--- src/rtl/mem_bus_arbiter.sv ---
// Two-master round-robin arbiter and access sequencer for the shared memory bus.
// Also owns the output-port registers at 0xE0/0xE1 and flags illegal accesses.
module mem_bus_arbiter #(
    parameter int MEM_LAT = 1
) (
    input  logic       clk,
    input  logic       reset,
    input  logic       m0_req,
    input  logic       m0_we,
    input  logic [7:0] m0_addr,
    input  logic [7:0] m0_wdata,
    output logic       m0_ack,
    output logic [7:0] m0_rdata,
    input  logic       m1_req,
    input  logic       m1_we,
    input  logic [7:0] m1_addr,
    input  logic [7:0] m1_wdata,
    output logic       m1_ack,
    output logic [7:0] m1_rdata,
    output logic [7:0] mem_addr,
    output logic [7:0] mem_wdata,
    output logic       ram_we,
    input  logic [7:0] mem_rdata,
    output logic [7:0] port_out_00,
    output logic [7:0] port_out_01,
    output logic       bus_err
);

    typedef enum logic [1:0] {
        IDLE  = 2'd0,
        ISSUE = 2'd1,
        WAIT  = 2'd2,
        RESP  = 2'd3
    } state_t;

    state_t     state;
    state_t     state_nxt;
    logic       last_grant;
    logic       cur_id;
    logic       cur_we;
    logic [2:0] wait_cnt;
    logic       grant_m1;
    logic       any_req;
    logic       cur_illegal;
    logic       port0_wr;
    logic       port1_wr;
    logic [7:0] port0_nxt;
    logic [7:0] port1_nxt;
    logic [7:0] rd_sel;
    logic       rd_capture;

    function automatic logic is_ram(input logic [7:0] a);
        return (a >= 8'h80) && (a <= 8'hDF);
    endfunction

    function automatic logic is_illegal(input logic we, input logic [7:0] a);
        logic rom_wr;
        logic in_wr;
        logic hole;
        rom_wr = we && (a < 8'h80);
        in_wr  = we && ((a == 8'hF0) || (a == 8'hF1));
        hole   = ((a >= 8'hE2) && (a <= 8'hEF)) || (a >= 8'hF2);
        return rom_wr || in_wr || hole;
    endfunction

    // On a tie the master that did not win last time is granted.
    assign any_req     = m0_req || m1_req;
    assign grant_m1    = m1_req && (!m0_req || !last_grant);
    assign cur_illegal = is_illegal(cur_we, mem_addr);

    always_comb begin
        state_nxt  = state;
        ram_we     = 1'b0;
        m0_ack     = 1'b0;
        m1_ack     = 1'b0;
        bus_err    = 1'b0;
        port0_wr   = 1'b0;
        port1_wr   = 1'b0;
        rd_capture = 1'b0;
        case (state)
            IDLE: begin
                if (any_req) state_nxt = ISSUE;
            end
            ISSUE: begin
                ram_we   = cur_we && is_ram(mem_addr);
                port0_wr = cur_we && (mem_addr == 8'hE0);
                port1_wr = cur_we && (mem_addr == 8'hE1);
                if (MEM_LAT == 0) begin
                    state_nxt  = RESP;
                    rd_capture = 1'b1;
                end else begin
                    state_nxt = WAIT;
                end
            end
            WAIT: begin
                if (wait_cnt <= 3'd1) begin
                    state_nxt  = RESP;
                    rd_capture = 1'b1;
                end
            end
            RESP: begin
                m0_ack    = !cur_id;
                m1_ack    = cur_id;
                bus_err   = cur_illegal;
                state_nxt = IDLE;
            end
            default: state_nxt = IDLE;
        endcase
    end

    assign port0_nxt = port0_wr ? mem_wdata : port_out_00;
    assign port1_nxt = port1_wr ? mem_wdata : port_out_01;

    // Read data is sampled on entry to RESP so it is already valid in the ack cycle;
    // port reads see a write made in the same ISSUE cycle when MEM_LAT is 0.
    always_comb begin
        rd_sel = 8'h00;
        if (cur_illegal) begin
            rd_sel = 8'h00;
        end else if (mem_addr == 8'hE0) begin
            rd_sel = port0_nxt;
        end else if (mem_addr == 8'hE1) begin
            rd_sel = port1_nxt;
        end else if ((mem_addr <= 8'hDF) || (mem_addr == 8'hF0) || (mem_addr == 8'hF1)) begin
            rd_sel = mem_rdata;
        end
    end

    always_ff @(posedge clk or posedge reset) begin
        if (reset) begin
            state       <= IDLE;
            last_grant  <= 1'b1;
            cur_id      <= 1'b0;
            cur_we      <= 1'b0;
            mem_addr    <= 8'h00;
            mem_wdata   <= 8'h00;
            wait_cnt    <= 3'd0;
            port_out_00 <= 8'h00;
            port_out_01 <= 8'h00;
            m0_rdata    <= 8'h00;
            m1_rdata    <= 8'h00;
        end else begin
            state <= state_nxt;
            // grant: latch the winning request
            if (state == IDLE && any_req) begin
                cur_id     <= grant_m1;
                last_grant <= grant_m1;
                cur_we     <= grant_m1 ? m1_we    : m0_we;
                mem_addr   <= grant_m1 ? m1_addr  : m0_addr;
                mem_wdata  <= grant_m1 ? m1_wdata : m0_wdata;
            end
            if (state == ISSUE) begin
                wait_cnt <= 3'(MEM_LAT);
            end else if (state == WAIT) begin
                wait_cnt <= wait_cnt - 3'd1;
            end
            port_out_00 <= port0_nxt;
            port_out_01 <= port1_nxt;
            if (rd_capture) begin
                if (cur_id) m1_rdata <= rd_sel;
                else        m0_rdata <= rd_sel;
            end
        end
    end

    a_one_ack: assert property (@(posedge clk) disable iff (reset) !(m0_ack && m1_ack));
    a_ack_no_we: assert property (@(posedge clk) disable iff (reset) !((m0_ack || m1_ack) && ram_we));

endmodule
--- config.mk ---
export PLATFORM = sky130hd
export DESIGN_NAME = mem_bus_arbiter
export DESIGN_NICKNAME = d
export VERILOG_FILES = /design/src/rtl/mem_bus_arbiter.sv
export SDC_FILE = /design/constraint.sdc
export NUM_CORES = 1
export LEC_CHECK = 0
export BUFFER_PORTS_ARGS = -buffer_cell sky130_fd_sc_hd__buf_4
export CORE_UTILIZATION = 46
export CTS_CLUSTER_DIAMETER = 30
export CTS_CLUSTER_SIZE = 12
export DETAILED_ROUTE_END_ITERATION = 10
export PLACE_DENSITY = 0.78
export SLEW_MARGIN = 10
export SYNTH_ARGS = -nofsm -noshare
export SYNTH_HDL_FRONTEND = slang
export SYNTH_SLANG_ARGS = --single-unit
--- constraint.sdc ---
create_clock -name clk -period 1.91 [get_ports clk]
set_input_delay 0.573 -clock clk [delete_from_list [all_inputs] [get_ports clk]]
set_output_delay 0.573 -clock clk [all_outputs]
set_load 0.1 [all_outputs]
==> metrics.txt, run 1 <==
fin crit period 2030 ps; max_slew headroom 0.639; Die Area 0.00689 mm²; FFs w/ async S/R, synth 1.00; failing checks setup timing; Initial Utilization 0.475; predominant post-synthesis flop cell dfrtp_1; first-pass GRT wire length 12600 µm; Worst Tran Pin Value 541 ps; CTS tree done; first drt pass iteration count 4; Arr. time, crit path 1460 ps; Slew Limit Fails 0; routability cong. 0.841; #FFs+latches synth 56; initial antenna violation count 0; Avg Cell Area, Syn 11.8 µm²; Worst Setup End Kind output pin; Area growth, synth to finish 48.8%; EDFF count, synth 0; Setup Viol. Count Final 20; total gr overflow 0; worst setup path category flop to output pin; RSZ-0062 raised after global routing yes; outcome finished, violations left; final wirelength 7670 µm; diodes inserted 0; Core Rows 29; DRC violations left 0; syn nets 308; hold slack 236 ps; Vias per Instance 5.66; maximum fanout along the worst path 2; Iteration-0 DRC Markers 109; Util after Layout 0.708; Seq/Total Area, Yosys 0.465; H-tree lvl count 2; vias in the first global route 2561; Netlist cell types 46; CP Launch Type flop; I/O pin count 98; vias 2548; design area 0.00449 mm²; Synth Warn # 0; clk sinks 56; Filler Cell Count 442; max-cap viol count 0; Req. time, crit path 1340 ps; layout cells sized above 1 0.552; HPWL after DPL 5610 µm; Tot GR Track Use 0.228; Detail Route Antenna Nets 0; Hold Path Class primary input to asynchronous set/reset pin; post-synthesis instance total 256; Clock Latency Late Sink 310 ps; R2R setup slack -90 ps; clock skew 5.94 ps; # port buffers 97; Core Box Area 0.00635 mm²; Worst-path clk slew 100 ps; Die Wd 83.0 µm; Num CTS Buffers 5; period utilization 1.06; cts hold-fix bufs 0; CTS root buffer clkbuf_8; Die H 83.0 µm; maximum number of pins on one net before global-route repair 42; Max Buffers Root-to-Sink 2; placed inst area 0.00409 mm²; sequential cell area 0.00141 mm²; Layout Nets 425; post-synthesis instance area 0.00302 mm²; Worst Slack Setup Final -122 ps; FMAX 492 MHz; endpoints failing hold 0; area of the multi-input gates 0.00183 mm²; wire per inst 17.0 µm
[flip-flops by register name (all words and copies together) (netlist names)]
name,count
cur_id,1
last_grant,1
port_out_00,8
wait_cnt,3
mem_addr,8
m1_rdata,8
state,2
m0_rdata,8
port_out_01,8
mem_wdata,8
cur_we,1
[cells in the mapped netlist, types with 7 or more instances]
master	instances	area [µm²]
o2111ai_1	8	70.1
mux2_2	17	191
dfrtp_1	55	1380
a2111oi_2	8	120
a311oi_1	8	70.1
mux2i_1	17	170
a21boi_0	8	60.1
and3_2	7	52.6
mux2_1	16	180
o21ai_0	16	80.1
nand2_1	19	71.3
o21ai_1	12	60.1
[placed cells by master, fill, tap and decap left out, types with 7 or more instances in the layout]
cell,n
a21boi_0,8
nand2_1,18
mux2_4,13
buf_12,7
a311oi_2,8
a2111oi_4,8
o21ai_0,16
dfrtp_2,8
o21ai_1,11
mux2i_1,17
mux2_1,16
dfrtp_1,47
buf_4,115
[critical path, stage by stage, from the launching register on]
cell     delay (ps)
dfrtp_1         400
inv_2            80
ha_4            140
and2_4          160
nand2_4          50
a21oi_4         130
buf_12          190
[path summary, 6_finish.rpt]
path | start | endpoint | depth (start not counted)
worst min-delay path | reset | port_out_00[7]$_DFF_PP0_ | 2
worst min register to register | m0_rdata[4]$_DFFE_PP0P_ | m0_rdata[4]$_DFFE_PP0P_ | 1
min in group clk | m0_req | last_grant$_DFFE_PP1P_ | 2
max in group asynchronous | reset | mem_addr[7]$_DFFE_PP0P_ | 3
worst max-delay path | state[1]$_DFFE_PP0P_ | ram_we | 6
worst max register to register | mem_addr[2]$_DFFE_PP0P_ | m1_rdata[4]$_DFFE_PP0P_ | 5
[final cells by class]
type / count / share of cell area
Clock buffer: 6 / 0.0184
Clock inverter: 1 / 0.00195
Inverter: 7 / 0.00668
Multi-Input combinational cell: 178 / 0.406
Sequential cell: 56 / 0.314
Tap cell: 77 / 0.0214
Timing Repair Buffer: 125 / 0.231
[metal layers]
metal,vias to the layer above,track usage,share of wire
met1,1219,0.305,0.46
li1,1211,-,-
met4,0,0.0784,0.019
met3,17,0.0537,0.057
met2,101,0.363,0.47
met5,-,0,0
[kinds of logic after synthesis]
family / Yosys count / share of synthesized area
fa+ha+maj: 6 / 0.0249
buf+inv: 22 / 0.0423
mux: 50 / 0.179
flops: 56 / 0.465
compound gates: 72 / 0.184
simple gates: 50 / 0.105
[what timing repair did]
item | 4_1_cts | 5_1_grt
endpoints found under the setup margin | 21 | 31
gates resized for setup | 36 | 16
cloned | 0 | 0
buffers inserted | 9 | 1
pin swaps | 5 | 3
[through the flow]
stage	worst slack, ps	std cells	setup TNS (ps)
finish	-122	450	-1490
global route	-179	450	-2390
CTS	-122	449	-1650
detailed placement	-62.1	433	-326
global placement	4.47	433	0
floorplan	-281	256	-3320
Power of run 1 is not shown: default switching activity piles up to over one toggle a cycle in this logic, so the estimate is an artifact.
==> run 2, diff against run 1 <==
--- a/config.mk
+++ b/config.mk
@@ -6,11 +6,13 @@
 export NUM_CORES = 1
 export LEC_CHECK = 0
 export BUFFER_PORTS_ARGS = -buffer_cell sky130_fd_sc_hd__buf_4
+export CAP_MARGIN = 20
 export CORE_UTILIZATION = 46
 export CTS_CLUSTER_DIAMETER = 30
 export CTS_CLUSTER_SIZE = 12
 export DETAILED_ROUTE_END_ITERATION = 10
 export PLACE_DENSITY = 0.78
+export RECOVER_POWER = 100
 export SLEW_MARGIN = 10
 export SYNTH_ARGS = -nofsm -noshare
 export SYNTH_HDL_FRONTEND = slang
==> metrics.txt, run 2 (synthesized netlist as in run 1, its figures left out) <==
R2R setup slack -90 ps (about the same); # placed instances 433 (unchanged); total gr overflow 0 (unchanged); Max Buffers Root-to-Sink 2 (unchanged); Arr. time, crit path 1460 ps (about the same); Setup Viol. Count Final 20 (unchanged); Die Area 0.00689 mm² (unchanged); failing checks setup timing; Iteration-0 DRC Markers 92 (-16%); # port buffers 97 (unchanged); layout cells sized above 1 0.547 (-0.00536); RSZ-0062 raised after global routing yes; I/O pin count 98 (unchanged); routed wl met3 483 µm (+9.8%); max_slew headroom 0.408 (-0.231); routability cong. 0.841 (unchanged); Worst-path clk slew 100 ps (about the same); Area growth, synth to finish 44.3%; diodes inserted 0 (unchanged); Req. time, crit path 1340 ps (about the same); vias in the first global route 2561 (unchanged); worst setup path category flop to output pin; wire length on met1 3510 µm (+0.63%); initial antenna violation count 0 (unchanged); Worst Slack Setup Final -126 ps (-4.55 ps); DRC violations left 0 (unchanged); Layout Nets 425 (unchanged); Core Rows 29 (unchanged); commonest non-fill, non-tap cells in the layout buf_4, dfrtp_1, clkbuf_2; period utilization 1.07 (+0.00238); Clock Latency Late Sink 310 ps (about the same); Slew Limit Fails 0 (unchanged); vias 2552 (+0.16%); max-cap viol count 0 (unchanged); fin crit period 2040 ps (+4.55 ps); H-tree lvl count 2 (unchanged); endpoints failing hold 0 (unchanged); Die Wd 83.0 µm (unchanged); Core Box Area 0.00635 mm² (unchanged); Final TNS setup -1600 ps (-114 ps); Util after Layout 0.686 (-0.0213); met2 routed WL 3560 µm (-0.81%); maximum fanout along the worst path 2 (unchanged); wire per inst 17.1 µm (+0.52%); final wirelength 7710 µm (+0.52%); clock skew 5.77 ps (-0.166 ps); outcome finished, violations left; Tot GR Track Use 0.228 (unchanged); maximum number of pins on one net before global-route repair 42 (unchanged); Worst Tran Pin Value 888 ps (+347 ps); most common cell after layout, fill and taps aside buf_4; Vias per Instance 5.67 (+0.16%); CP Launch Type flop; Num CTS Buffers 5 (unchanged); first-pass GRT wire length 12600 µm (unchanged); Hold Path Class primary input to asynchronous set/reset pin; first drt pass iteration count 4 (unchanged); Finished Layout Cells 450 (unchanged); Detail Route Antenna Nets 0 (unchanged); HPWL after DPL 5610 µm (unchanged); CTS tree done; FMAX 491 MHz (-0.22%); clk sinks 56 (unchanged); Worst Setup End Kind output pin; Die H 83.0 µm (unchanged); Initial Utilization 0.475 (unchanged); CTS root buffer clkbuf_8; Highest Signal Layer met4
## run 2: worst paths after layout
| check | startpoint | to | depth (start not counted) |
|---|---|---|---|
| setup reg to reg | mem_addr[2]$_DFFE_PP0P_ | m1_rdata[4]$_DFFE_PP0P_ | 5 |
| max in group asynchronous | reset | mem_addr[7]$_DFFE_PP0P_ | 3 |
| setup / recovery | state[1]$_DFFE_PP0P_ | ram_we | 6 |
| min in group clk | m0_req | last_grant$_DFFE_PP1P_ | 2 |
| hold / removal | reset | port_out_00[7]$_DFF_PP0_ | 2 |
| hold reg to reg | m0_rdata[4]$_DFFE_PP0P_ | m0_rdata[4]$_DFFE_PP0P_ | 1 |
## run 2: metal layers
metal	up-vias	track usage
met5	-	0
met1	1217	0.305
li1	1210	-
met3	17	0.0537
met2	108	0.363
met4	0	0.0784
## run 2: area by class of cell
type,instances,area (µm²)
Clock buffer,6,82.6
Tap cell,77,96.3
Inverter,7,27.5
Sequential cell,56,1410
Clock inverter,1,8.76
Timing Repair Buffer,125,917
Fill cell,475,1990
Multi-Input combinational cell,178,1810
## run 2: repair_timing
item / in CTS / in global routing
pin swaps: 5 / 3
endpoints found under the setup margin: 21 / 31
hold buffers: 0 / 0
endpoints found under the hold margin: 0 / 0
gates resized for setup: 36 / 16
buffers inserted: 9 / 1
## run 2: critical path: stages (launching register included)
cell and delay [ps]:
dfrtp_1 400, inv_2 80, ha_4 140, and2_4 160, nand2_4 50, a21oi_4 130
buf_12 190
## run 2: through the flow
stage                     setup slack (ps)  hold slack (ps)  area (µm²)
final                                 -126              325        4360
after global routing                  -179              384        4360
after CTS                             -122              247        4410
after detailed placement             -62.1              502        4090
after global placement                4.47              497        4090
after floorplan                       -281              488        3200
Power of run 2 is left out for the same reason.
==> run 3, diff against run 2 <==
--- a/config.mk
+++ b/config.mk
@@ -7,11 +7,12 @@
 export LEC_CHECK = 0
 export BUFFER_PORTS_ARGS = -buffer_cell sky130_fd_sc_hd__buf_4
 export CAP_MARGIN = 20
-export CORE_UTILIZATION = 46
+export CORE_UTILIZATION = 45
 export CTS_CLUSTER_DIAMETER = 30
 export CTS_CLUSTER_SIZE = 12
 export DETAILED_ROUTE_END_ITERATION = 10
-export PLACE_DENSITY = 0.78
+export HOLD_SLACK_MARGIN = 0.02
+export PLACE_DENSITY = 0.77
 export RECOVER_POWER = 100
 export SLEW_MARGIN = 10
 export SYNTH_ARGS = -nofsm -noshare
==> metrics.txt, run 3 (synthesized netlist as in run 1, its figures left out) <==
CTS root buffer clkbuf_8; Iteration-0 DRC Markers 124 (+35%); layout cells sized above 1 0.554 (+0.00721); commonest non-fill, non-tap cells in the layout buf_4, dfrtp_1, clkbuf_2; final wirelength 7940 µm (+2.9%); routability cong. 0.938 (+12%); period utilization 1.12 (+0.0530); placed inst area 0.00423 mm² (+3.4%); total gr overflow 0 (unchanged); Worst-path clk slew 90 ps (about the same); fin crit period 2140 ps (+101 ps); Filler Cell Count 471 (-0.84%); most common cell after layout, fill and taps aside buf_4; Core Box Area 0.00642 mm² (+1.1%); Hold Path Class primary input to asynchronous set/reset pin; R2R setup slack -120 ps (-30 ps); Die H 83.9 µm (+1.1%); FMAX 468 MHz (-4.7%); first drt pass iteration count 7 (+3); max-cap viol count 0 (unchanged); Num CTS Buffers 5 (unchanged); clk sinks 56 (unchanged); Max Buffers Root-to-Sink 2 (unchanged); I/O pin count 98 (unchanged); initial antenna violation count 0 (unchanged); max_slew headroom 0.429 (+0.0211); Req. time, crit path 1340 ps (about the same); Initial Utilization 0.470 (-0.00537); Core Rows 29 (unchanged); Slew Limit Fails 0 (unchanged); Clock Latency Late Sink 310 ps (about the same); endpoints failing hold 0 (unchanged); Detail Route Antenna Nets 0 (unchanged); outcome finished, violations left; H-tree lvl count 2 (unchanged); cts hold-fix bufs 0 (unchanged); Arr. time, crit path 1560 ps (+100 ps); design area 0.00448 mm² (+2.8%); CP Launch Type flop; Critical path origin mem_addr[2]$_DFFE_PP0P_; wire per inst 17.1 µm (-0.38%); Die Area 0.00704 mm² (+2.2%); worst r2r path cells 6 (+1); maximum number of pins on one net before global-route repair 35 (-17%); vias in the first global route 2590 (+1.1%); diodes inserted 0 (unchanged); maximum fanout along the worst path 2 (unchanged); DRC violations left 6 (+6); RSZ-0062 raised after global routing yes; clock skew 5.76 ps (-0.0132 ps); Worst Setup End Kind output pin; reg2reg start mem_addr[2]$_DFFE_PP0P_; # port buffers 97 (unchanged); Layout Nets 440 (+3.5%); Setup Viol. Count Final 20 (unchanged); first-pass GRT wire length 13300 µm (+5.4%); Worst Tran Pin Value 857 ps (-31.7 ps); vias 2599 (+1.8%); HPWL after DPL 5800 µm (+3.4%); failing checks DRC, setup timing; CP endpoint bus_err; Tot GR Track Use 0.235 (+0.00766); Area growth, synth to finish 48.4%; Die Wd 83.9 µm (+1.1%); worst reg2reg endpoint m1_rdata[0]$_DFFE_PP0P_; Util after Layout 0.697 (+0.0111); Worst Slack Setup Final -228 ps (-101 ps); CTS tree done; worst setup path category flop to output pin; Vias per Instance 5.59 (-1.4%)
run 3: cell types whose count changed in the layout (fill, tap and decap cells not counted), moves of 4 or more:
cell / delta
and3_2: +4
and3_4: -4
clkbuf_4: -4
clkbuf_2: +4
buf_6: +8
buf_4: +7
run 3: final cells by class:
cell class	instances	area (µm²)	share of cell area
multi-input cells	178	1800	0.402
inverters	7	27.5	0.00615
clock buffers	6	72.6	0.0162
repair buffers	140	1060	0.237
flip-flops and latches	56	1410	0.315
clock inverters	1	5.00	0.00112
well taps	77	96.3	0.0215
run 3: worst min path at each step:
| stage | end | depth (start not counted) |
|---|---|---|
| floorplan | wait_cnt[0]$_DFFE_PP0P_ | 1 |
| global placement | m0_rdata[1]$_DFFE_PP0P_ | 1 |
| detailed placement | m1_rdata[4]$_DFFE_PP0P_ | 1 |
| CTS | m1_rdata[0]$_DFFE_PP0P_ | 2 |
| global route | m0_rdata[7]$_DFFE_PP0P_ | 2 |
| finish | m1_rdata[0]$_DFFE_PP0P_ | 2 |
run 3: timing repair:
item	4_1_cts	5_1_grt
buffers inserted	8	4
endpoints found under the hold margin	0	0
endpoints found under the setup margin	19	35
resized for setup	49	6
pin swaps	12	4
run 3: metrics by stage:
step	instances	hold WS, ps	setup slack, ps	setup TNS, ps
after floorplan	256	488	-281	-3320
after global placement	450	495	-27.0	-122
after detailed placement	450	498	-106	-902
after CTS	463	213	-208	-1270
after global routing	465	287	-280	-4800
final	465	261	-228	-2030
run 3: metal layers:
| layer | up-vias | GRT usage | part of all wire |
|---|---|---|---|
| li1 | 1230 | - | - |
| met3 | 11 | 0.0514 | 0.056 |
| met1 | 1261 | 0.323 | 0.44 |
| met2 | 97 | 0.383 | 0.49 |
| met5 | - | 0 | 0 |
| met4 | 0 | 0.0486 | 0.013 |
run 3: critical path, stage by stage (launching register included):
cell      delay [ps]
dfrtp_2          430
buf_6            130
nor3_4           230
o221ai_4         130
and2_4           180
buf_12           160
Power of run 3 is left out for the same reason.
